--- config.mk ---
export PLATFORM = sky130hd
export DESIGN_NAME = node_mem_arbiter_flat
export DESIGN_NICKNAME = d
export VERILOG_FILES = /design/src/rtl/node_mem_arbiter_pkg.sv /design/src/rtl/node_mem_arbiter_if.sv /design/src/rtl/node_mem_arbiter_rr_pick.sv /design/src/rtl/node_mem_arbiter.sv /design/src/flat_wrapper.sv
export SDC_FILE = /design/constraint.sdc
export NUM_CORES = 1
export LEC_CHECK = 0
export ABC_AREA = 0
export BUFFER_PORTS_ARGS = -buffer_cell sky130_fd_sc_hd__buf_2
export CAP_MARGIN = 20
export CELL_PAD_IN_SITES_DETAIL_PLACEMENT = 2
export CELL_PAD_IN_SITES_GLOBAL_PLACEMENT = 2
export CORE_MARGIN = 4
export CORE_UTILIZATION = 14
export DETAILED_ROUTE_END_ITERATION = 16
export HOLD_SLACK_MARGIN = 0.06
export PLACE_DENSITY_LB_ADDON = 0.25
export SLEW_MARGIN = 20
export SYNTH_ARGS = -nofsm -noshare
export SYNTH_HDL_FRONTEND = slang
export SYNTH_SLANG_ARGS = --single-unit
--- constraint.sdc ---
create_clock -name clock -period 1.55 [get_ports clock]
set_input_delay 0.31 -clock clock [delete_from_list [all_inputs] [get_ports clock]]
set_output_delay 0.31 -clock clock [all_outputs]
set_load 0.01 [all_outputs]
--- src/rtl/node_mem_arbiter_pkg.sv ---
// Shared node-memory definitions: geometry, arbiter state encoding and the
// byte-address map used by the routing-learning engines.
package node_mem_pkg;

    localparam int MEM_DEPTH  = 2048;
    localparam int MEM_WIDTH  = 8;
    localparam int WORD_WIDTH = 16;
    localparam int ADDR_W     = 11;

    typedef enum logic [1:0] {
        IDLE  = 2'd0,
        GRANT = 2'd1,
        FLUSH = 2'd2
    } arb_state_e;

    localparam logic [ADDR_W-1:0] EPSILON          = 11'h004;
    localparam logic [ADDR_W-1:0] KNOWN_SINKS      = 11'h008;
    localparam logic [ADDR_W-1:0] NEIGHBOR_ID      = 11'h048;
    localparam logic [ADDR_W-1:0] CLUSTER_ID       = 11'h0C8;
    localparam logic [ADDR_W-1:0] BATTERY          = 11'h148;
    localparam logic [ADDR_W-1:0] QVALUE           = 11'h1C8;
    localparam logic [ADDR_W-1:0] SINK_IDS         = 11'h248;
    localparam logic [ADDR_W-1:0] KNOWN_SINK_COUNT = 11'h688;
    localparam logic [ADDR_W-1:0] NEIGHBOR_COUNT   = 11'h68A;
    localparam logic [ADDR_W-1:0] SINK_ID_COUNT    = 11'h68E;

endpackage

--- src/rtl/node_mem_arbiter_if.sv ---
// Requester/memory bundle between the engines and the node-memory arbiter.
// master = engine side, slave = arbiter side.
interface node_mem_arbiter_if #(
    parameter int NREQ   = 3,
    parameter int ADDR_W = 11,
    parameter int WORD_W = 16
) ();
    logic [NREQ-1:0]        req;
    logic [NREQ-1:0]        rel;
    logic [NREQ*ADDR_W-1:0] req_addr;
    logic [NREQ-1:0]        req_wr_en;
    logic [NREQ*WORD_W-1:0] req_wdata;
    logic [NREQ-1:0]        gnt;
    logic [ADDR_W-1:0]      mem_addr;
    logic                   mem_wr_en;
    logic [WORD_W-1:0]      mem_wdata;
    logic                   busy;
    logic [1:0]             owner;
    logic                   timeout_err;

    modport master (
        output req, rel, req_addr, req_wr_en, req_wdata,
        input  gnt, mem_addr, mem_wr_en, mem_wdata, busy, owner, timeout_err
    );

    modport slave (
        input  req, rel, req_addr, req_wr_en, req_wdata,
        output gnt, mem_addr, mem_wr_en, mem_wdata, busy, owner, timeout_err
    );
endinterface

--- src/rtl/node_mem_arbiter_rr_pick.sv ---
// Combinational round-robin picker: first set req bit searching upward from
// last_owner+1, wrapping modulo NREQ.
module rr_pick #(
    parameter int NREQ = 3
) (
    input  logic [NREQ-1:0] req,
    input  logic [1:0]      last_owner,
    output logic            valid,
    output logic [1:0]      pick
);
    localparam int unsigned N = NREQ;

    always_comb begin
        valid = 1'b0;
        pick  = '0;
        // Offset 1..N from last_owner; the last owner itself is visited last.
        for (int unsigned k = 1; k <= N; k++) begin
            for (int unsigned j = 0; j < N; j++) begin
                if (!valid && req[j] && (j == ((32'(last_owner) + k) % N))) begin
                    valid = 1'b1;
                    pick  = 2'(j);
                end
            end
        end
    end
endmodule

--- src/rtl/node_mem_arbiter.sv ---
// Round-robin owner arbiter for the single-port node memory; the owner's
// address/write signals are muxed onto the port only while in GRANT.
module node_mem_arbiter #(
    parameter int NREQ     = 3,
    parameter int ADDR_W   = 11,
    parameter int WORD_W   = 16,
    parameter int MAX_HOLD = 0
) (
    input logic              clock,
    input logic              nrst,
    node_mem_arbiter_if.slave bus
);
    import node_mem_pkg::*;

    arb_state_e        state_q, state_d;
    logic [NREQ-1:0]   gnt_q, gnt_d;
    logic [NREQ-1:0]   rel_q, rel_edge;
    logic [1:0]        owner_q, owner_d;
    logic [1:0]        last_q, last_d;
    logic [15:0]       hold_q, hold_d;
    logic              tmo_q, tmo_d;

    logic              pick_valid;
    logic [1:0]        pick;
    logic              own_req, own_edge, own_we;
    logic [ADDR_W-1:0] own_addr;
    logic [WORD_W-1:0] own_wdata;
    logic              timeout_hit;
    logic              mem_we;
    logic [ADDR_W-1:0] mem_addr;
    logic [WORD_W-1:0] mem_wdata;

    rr_pick #(.NREQ(NREQ)) u_pick (
        .req       (bus.req),
        .last_owner(last_q),
        .valid     (pick_valid),
        .pick      (pick)
    );

    // A done level left over from a previous job must not release a fresh grant.
    assign rel_edge    = bus.rel & ~rel_q;
    assign timeout_hit = (MAX_HOLD != 0) && (hold_q == 16'(MAX_HOLD - 1));

    always_comb begin
        own_req   = 1'b0;
        own_edge  = 1'b0;
        own_we    = 1'b0;
        own_addr  = '0;
        own_wdata = '0;
        for (int unsigned i = 0; i < NREQ; i++) begin
            if (owner_q == 2'(i)) begin
                own_req   = bus.req[i];
                own_edge  = rel_edge[i];
                own_we    = bus.req_wr_en[i];
                own_addr  = bus.req_addr[i*ADDR_W +: ADDR_W];
                own_wdata = bus.req_wdata[i*WORD_W +: WORD_W];
            end
        end
    end

    always_comb begin
        state_d   = state_q;
        gnt_d     = gnt_q;
        owner_d   = owner_q;
        last_d    = last_q;
        hold_d    = hold_q;
        tmo_d     = tmo_q;
        mem_we    = 1'b0;
        mem_addr  = '0;
        mem_wdata = '0;
        case (state_q)
            GRANT: begin
                mem_we    = own_we;
                mem_addr  = own_addr;
                mem_wdata = own_wdata;
                hold_d    = (hold_q == 16'hFFFF) ? hold_q : hold_q + 16'd1;
                if (own_edge || !own_req || timeout_hit) begin
                    state_d = FLUSH;
                    gnt_d   = '0;
                    if (timeout_hit) tmo_d = 1'b1;
                end
            end
            default: begin
                if (pick_valid) begin
                    state_d = GRANT;
                    for (int unsigned i = 0; i < NREQ; i++) gnt_d[i] = (pick == 2'(i));
                    owner_d = pick;
                    last_d  = pick;
                    hold_d  = '0;
                end else begin
                    state_d = IDLE;
                    gnt_d   = '0;
                end
            end
        endcase
    end

    always_ff @(posedge clock) begin
        if (!nrst) begin
            state_q <= IDLE;
            gnt_q   <= '0;
            owner_q <= '0;
            last_q  <= 2'(NREQ - 1);
            hold_q  <= '0;
            tmo_q   <= 1'b0;
            rel_q   <= '0;
        end else begin
            state_q <= state_d;
            gnt_q   <= gnt_d;
            owner_q <= owner_d;
            last_q  <= last_d;
            hold_q  <= hold_d;
            tmo_q   <= tmo_d;
            rel_q   <= bus.rel;
        end
    end

    assign bus.gnt         = gnt_q;
    assign bus.busy        = (state_q == GRANT);
    assign bus.owner       = owner_q;
    assign bus.timeout_err = tmo_q;
    assign bus.mem_wr_en   = mem_we;
    assign bus.mem_addr    = mem_addr;
    assign bus.mem_wdata   = mem_wdata;
endmodule

--- src/flat_wrapper.sv ---
// flat-port wrapper written by rule: the top's interface ports become plain ports
module node_mem_arbiter_flat import node_mem_pkg::*;
#(
    parameter int NREQ     = 3,
    parameter int ADDR_W   = 11,
    parameter int WORD_W   = 16,
    parameter int MAX_HOLD = 0
)
  (clock, nrst, bus_req, bus_rel, bus_req_addr, bus_req_wr_en, bus_req_wdata, bus_gnt, bus_mem_addr, bus_mem_wr_en, bus_mem_wdata, bus_busy, bus_owner, bus_timeout_err);
  node_mem_arbiter_if #(.NREQ(NREQ), .ADDR_W(ADDR_W), .WORD_W(WORD_W)) bus_i ();
  input logic clock;
  input logic nrst;
  input wire logic [$bits(bus_i.req)-1:0] bus_req;
  input wire logic [$bits(bus_i.rel)-1:0] bus_rel;
  input wire logic [$bits(bus_i.req_addr)-1:0] bus_req_addr;
  input wire logic [$bits(bus_i.req_wr_en)-1:0] bus_req_wr_en;
  input wire logic [$bits(bus_i.req_wdata)-1:0] bus_req_wdata;
  output wire logic [$bits(bus_i.gnt)-1:0] bus_gnt;
  output wire logic [$bits(bus_i.mem_addr)-1:0] bus_mem_addr;
  output wire logic [$bits(bus_i.mem_wr_en)-1:0] bus_mem_wr_en;
  output wire logic [$bits(bus_i.mem_wdata)-1:0] bus_mem_wdata;
  output wire logic [$bits(bus_i.busy)-1:0] bus_busy;
  output wire logic [$bits(bus_i.owner)-1:0] bus_owner;
  output wire logic [$bits(bus_i.timeout_err)-1:0] bus_timeout_err;
  assign bus_i.req = bus_req;
  assign bus_i.rel = bus_rel;
  assign bus_i.req_addr = bus_req_addr;
  assign bus_i.req_wr_en = bus_req_wr_en;
  assign bus_i.req_wdata = bus_req_wdata;
  assign bus_gnt = bus_i.gnt;
  assign bus_mem_addr = bus_i.mem_addr;
  assign bus_mem_wr_en = bus_i.mem_wr_en;
  assign bus_mem_wdata = bus_i.mem_wdata;
  assign bus_busy = bus_i.busy;
  assign bus_owner = bus_i.owner;
  assign bus_timeout_err = bus_i.timeout_err;
  node_mem_arbiter #(.NREQ(NREQ), .ADDR_W(ADDR_W), .WORD_W(WORD_W), .MAX_HOLD(MAX_HOLD)) u_core (.clock(clock), .nrst(nrst), .bus(bus_i));
endmodule
After elaboration in Yosys (flattened, before gate mapping):

Cells that the tools add are included.

* add/sub/neg operators: 3
* divide/modulo/power cells: 3
* eq/ne operators: 12
* muxes and demuxes: 41
* bitwise gates (word level): 3
* reductions and logical operators: 33

Operators by type and width (number)
* == test 1 x 32 -> 1 bit (first input constant): 3
* == test 2 x 32 -> 1 bit (first input constant): 3
* zero test 32 bit: 3
* remainder unit 32 x 2 -> 32 bit (second input constant): 3
* 2-to-1 mux 16 bit: 4
* 2-to-1 mux 11 bit: 4
* 2-to-1 mux 1 bit: 21
* 2-to-1 mux 2 bit: 9
* logical AND 1 bit: 17
* zero test 1 bit: 9
* 2-to-1 mux 3 bit: 3
* adder 2 x 2 -> 3 bit (second input constant): 2
* == test 2 x 1 -> 1 bit (second input constant): 3
* == test 2 bit (second input constant): 2
* zero test 2 bit: 2
* adder 2 x 1 -> 3 bit (second input constant): 1
* bitwise AND 3 bit: 1
* inverter 3 bit: 1
* inequality test 2 x 1 -> 1 bit (second input constant): 1
* AND reduction 2 bit: 1
* logical OR 1 bit: 1
* inverter 1 bit: 1

* flip-flop bits (word level): 12
* word-level logic and storage cells: 100

Depth between registers and ports, before layout:

* depth in word-level cells: 40
* gate-level depth with buffers: 6
* gate-level depth less buffers: 6

Modules after synthesis:

From an unflattened synthesis, not the netlist that was laid out.

* cells, all modules: 190
* area, all modules: 1258.7 µm²

Modules (own cells, without submodules)
* node_mem_arbiter: times used 1, cells an instance 174, area an instance 1151.1 µm²
* rr_pick: times used 1, cells an instance 16, area an instance 107.6 µm²

Worst setup path before layout:

OpenSTA, ideal clock, no wires.

* kind: register -> register
* start: register u_core.last_q[0]
* end: register u_core.owner_q[1], in the netlist u_core.bus.owner[1]
* data arrival time: 1551 ps
* path slack: -67 ps
* cell stages (with the launch flop): 7
* path buffers: 0
* clock period less this slack: 1617 ps
* cells stage by stage: dfxtp_1 -> inv_1 -> ha_1 -> nor3_1 -> or3_4 -> or2_1 -> a21boi_2

* cells in the longest elaborated chain, start to end: 38

RTL lines
* start: declaration: RTL line node_mem_arbiter.sv:19 `logic [1:0] last_q, last_d;`
* start signal: assignment: RTL line node_mem_arbiter.sv:103 `last_q <= 2'(NREQ - 1);`
* start signal: assignment: RTL line node_mem_arbiter.sv:111 `last_q <= last_d;`
* adder 2 x 1 -> 3 bit: RTL line node_mem_arbiter_rr_pick.sv:19 `if (!valid && req[j] && (j == ((32'(last_owner) + k) % N))) begin`
* remainder unit 32 x 2 -> 32 bit: RTL line node_mem_arbiter_rr_pick.sv:19
* zero test 32 bit: RTL line node_mem_arbiter_rr_pick.sv:19
* logical AND 1 bit: RTL line node_mem_arbiter_rr_pick.sv:19
* 2-to-1 mux 1 bit: RTL line node_mem_arbiter_rr_pick.sv:19
* zero test 1 bit: RTL line node_mem_arbiter_rr_pick.sv:19
* logical AND 1 bit (2 in series): RTL line node_mem_arbiter_rr_pick.sv:19
* 2-to-1 mux 1 bit: RTL line node_mem_arbiter_rr_pick.sv:19
* [19 not listed]
* 2-to-1 mux 1 bit: RTL line node_mem_arbiter_rr_pick.sv:19
* zero test 1 bit: RTL line node_mem_arbiter_rr_pick.sv:19
* logical AND 1 bit (2 in series): RTL line node_mem_arbiter_rr_pick.sv:19
* 2-to-1 mux 1 bit: RTL line node_mem_arbiter_rr_pick.sv:19
* zero test 1 bit: RTL line node_mem_arbiter_rr_pick.sv:19
* logical AND 1 bit (2 in series): RTL line node_mem_arbiter_rr_pick.sv:19
* 2-to-1 mux 1 bit: RTL line node_mem_arbiter_rr_pick.sv:19
* AND reduction 2 bit (no line)
* end signal: assignment: RTL line node_mem_arbiter.sv:110 `owner_q <= owner_d;`
* end: declaration: RTL line node_mem_arbiter.sv:18 `logic [1:0] owner_q, owner_d;`

Parallel ways exist; a longest one is shown, timed or not.
A chain may end at the register's enable or synchronous reset.

==> reports/qor.txt <==
Post-DP Area: 2100 um^2
Root buf cell: clkbuf_8
Final number of max-transition violations: 0
Final Hold Fails: 0
Delay-heaviest family, CP: buffers and inverters
Critical path depth: 8
Biggest cell delay along the critical path: 360 ps
Nets@finish: 426
Top cell type's share of synthesized area: 22.1%
Violated checks: negative setup slack
P_leak: 1.21 nW
Core ar.: 8760 um^2
Ratio of cells with drive above 1 in the final layout: 59.8%
Vias in the first global route: 2,072
DP Worst Slack: -112 ps
I/O Pins: 127
Hold_buf cts: 0
Number of buffers added on ports: 125
EDFF count, synth: 0
Num Clock Sinks: 11
Worst path slowest cell: dfxtp_4
Asr flop ratio synth: 0%
Final Critical Period: 1780 ps
Seq cells post-synth: 11
First-pass GRT wire length: 10,400 um
CP Class: flip-flop to output port
Clk_skew: 3.72 ps
Worst path most repeated cell: buf_6
Power Total: 3.78 mW
Utilization after layout: 29.3%
Via/cell ratio: 4.39
Status: complete, but fails checks
Footprint of the multi-input gates: 1170 um^2
Die height: 103 um
Distinct cells, synth: 31
Cell area after synthesis: 1270 um^2
Peak supply drop: 603 uV
Reg2reg path depth: 8
Crit start category: flip-flop
Gpl congestion: 0.747
Row count: 34
Synth top area cells: mux2i_1 (22%), nor2_1 (18%), dfxtp_1 (17%)
Worst-path maximum fanout: 5
WL/cell: 16.0 um
Final setup vio count: 35
Drt pass-1 iters: 4
Die area: 10,600 um^2
Total wire length: 7010 um
Die width: 103 um
Post-synth top area cell: mux2i_1
Critical path arrival: 1470 ps
H-tree lvl count: 1
Net Count, Synth: 284
Hold Crit Depth: 2
Gr usage total: 12.4%
Buf+Inv Stages, Crit Path: 5
Synth Warn #: 0
Critical path, cell by cell: inv_4, buf_6, nor2_4, buf_6, buf_12, a21oi_2, nor2_1, buf_2
Max-cap violation count: 0
Critical Path RT: 1240 ps
Clock Path Buffers: 2
Mean Syn Cell Area: 6.68 um^2
Worst-Skew Late Latency: 240 ps
Cell count after synthesis: 190
Storage cell area: 228 um^2
Post-Place Cells: 420
Fillers: 1,043
GRT overflow: 0
Crit. End Element: output port
CTS buffer count: 3
DRT iter0 DRCs: 14
Vias: 1,926
Drt drc: 0
Design Area, Final: 2570 um^2
Most common cell in the netlist: nor2_1
Setup ws final: -232 ps
Clk pin slew, worst setup/hold paths: 50 ps
Post-route ant nets: 0
Antenna violations before repair: 0
Top_reg_cell synth: dfxtp_1
Area Growth Syn to Fin: 103%
Synth cell count leaders: nor2_1 (61), a21oi_1 (28), mux2i_1 (28), dfxtp_1 (11)
Antenna Diode Count: 0
Pin count of the biggest net entering global routing: 29
Effective utilization at floorplan: 14.5%
Worst Hold Class: primary input to flip-flop
Period utilisation layout: 115%
CTS tree: built
Unrepaired setup endpoints after global routing: yes
Post-DP HPWL: 5370 um
Power per cell area: 1470 nW/um^2
Finished Layout Cells: 439
Fmax: 561 MHz
Sequential cell area fraction in the yosys report: 17.4%
## what timing repair did
action	in CTS	in global routing
gates resized for setup	37	24
pin swaps	21	17
endpoints found under the hold margin	0	0
setup buffers	9	5
gates cloned	3	0
setup endpoints to repair	34	36
## worst paths after layout
path / startpoint / endpoint / slack [ps]
worst max register to register: u_core.last_q[0] / u_core.bus.gnt[0] / -180
worst max-delay path: u_core.last_q[0] / bus_mem_addr[5] / -230
worst min register to register: u_core.bus.gnt[0] / u_core.bus.gnt[0] / 470
worst min-delay path: bus_rel[0] / u_core.rel_q[0] / 280
## cell families (layout without fill, tap and decap cells)
group | after synthesis | after routing | synth area share [%]
mux | 28 | 28 | 22.1
compound gates | 40 | 40 | 19.5
simple gates | 90 | 90 | 32.0
buf+inv | 18 | 159 | 6.80
other cells | 1 | 1 | 0.296
flops | 11 | 11 | 17.4
fa+ha+maj | 2 | 2 | 1.97
## power by group
group / switching, mW / internal, mW
Clock: 0.117 / 0.181
Combinational: 1.57 / 1.49
Sequential: 0.0552 / 0.363
Total: 1.74 / 2.04
## final cells by class
cell class              instances  share of cell area (%)
clock buffers                   4                    1.75
inverters                       3                   0.633
multi-input cells             161                    45.6
flip-flops and latches         11                    8.86
well taps                     108                    5.26
repair buffers                152                    37.9
## registers in the layout (all words and copies together), names as in the netlist
name and cells:
u_core.bus.gnt 3, u_core.bus.owner 1, u_core.last_q 2, u_core.rel_q 3, u_core.state_q 2
## routing by layer
metal	wire length, um	global-route usage, %	share of wire [%]
met1	2780	14.8	40
met4	97	3.88	1.4
met5	0	0	0
met3	484	1.01	6.9
met2	3650	23.3	52
## cells in the final DEF (no fill, tap or decap), types with 2 or more instances in the layout
| cell | synthesis | final |
|---|---|---|
| nor3_1 | 6 | 3 |
| buf_6 | 0 | 8 |
| nand2_1 | 7 | 6 |
| and2_1 | 4 | 4 |
| nor2b_1 | 3 | 2 |
| dfxtp_4 | 0 | 2 |
| clkbuf_8 | 0 | 3 |
| dfxtp_1 | 11 | 9 |
| buf_12 | 0 | 6 |
| ha_4 | 0 | 2 |
| o21a_1 | 4 | 4 |
| nor2_4 | 1 | 3 |
| nand2b_1 | 3 | 3 |
| a21oi_2 | 0 | 17 |
| nor3_4 | 0 | 2 |
| a21oi_1 | 28 | 11 |
| mux2i_1 | 28 | 26 |
| buf_2 | 7 | 125 |
| buf_16 | 0 | 2 |
| buf_4 | 2 | 11 |
| nor2_1 | 61 | 59 |
| inv_4 | 1 | 2 |
| or2_4 | 0 | 2 |
## per-stage QoR
stage                     hold WS, ps  TNS [ps]
after detailed placement          462      -419
after CTS                         278     -6050
after global routing              290     -9680
final                             281     -6290
after floorplan                   432         0
after global placement            458      -199
(Power assumes the default switching activity.)
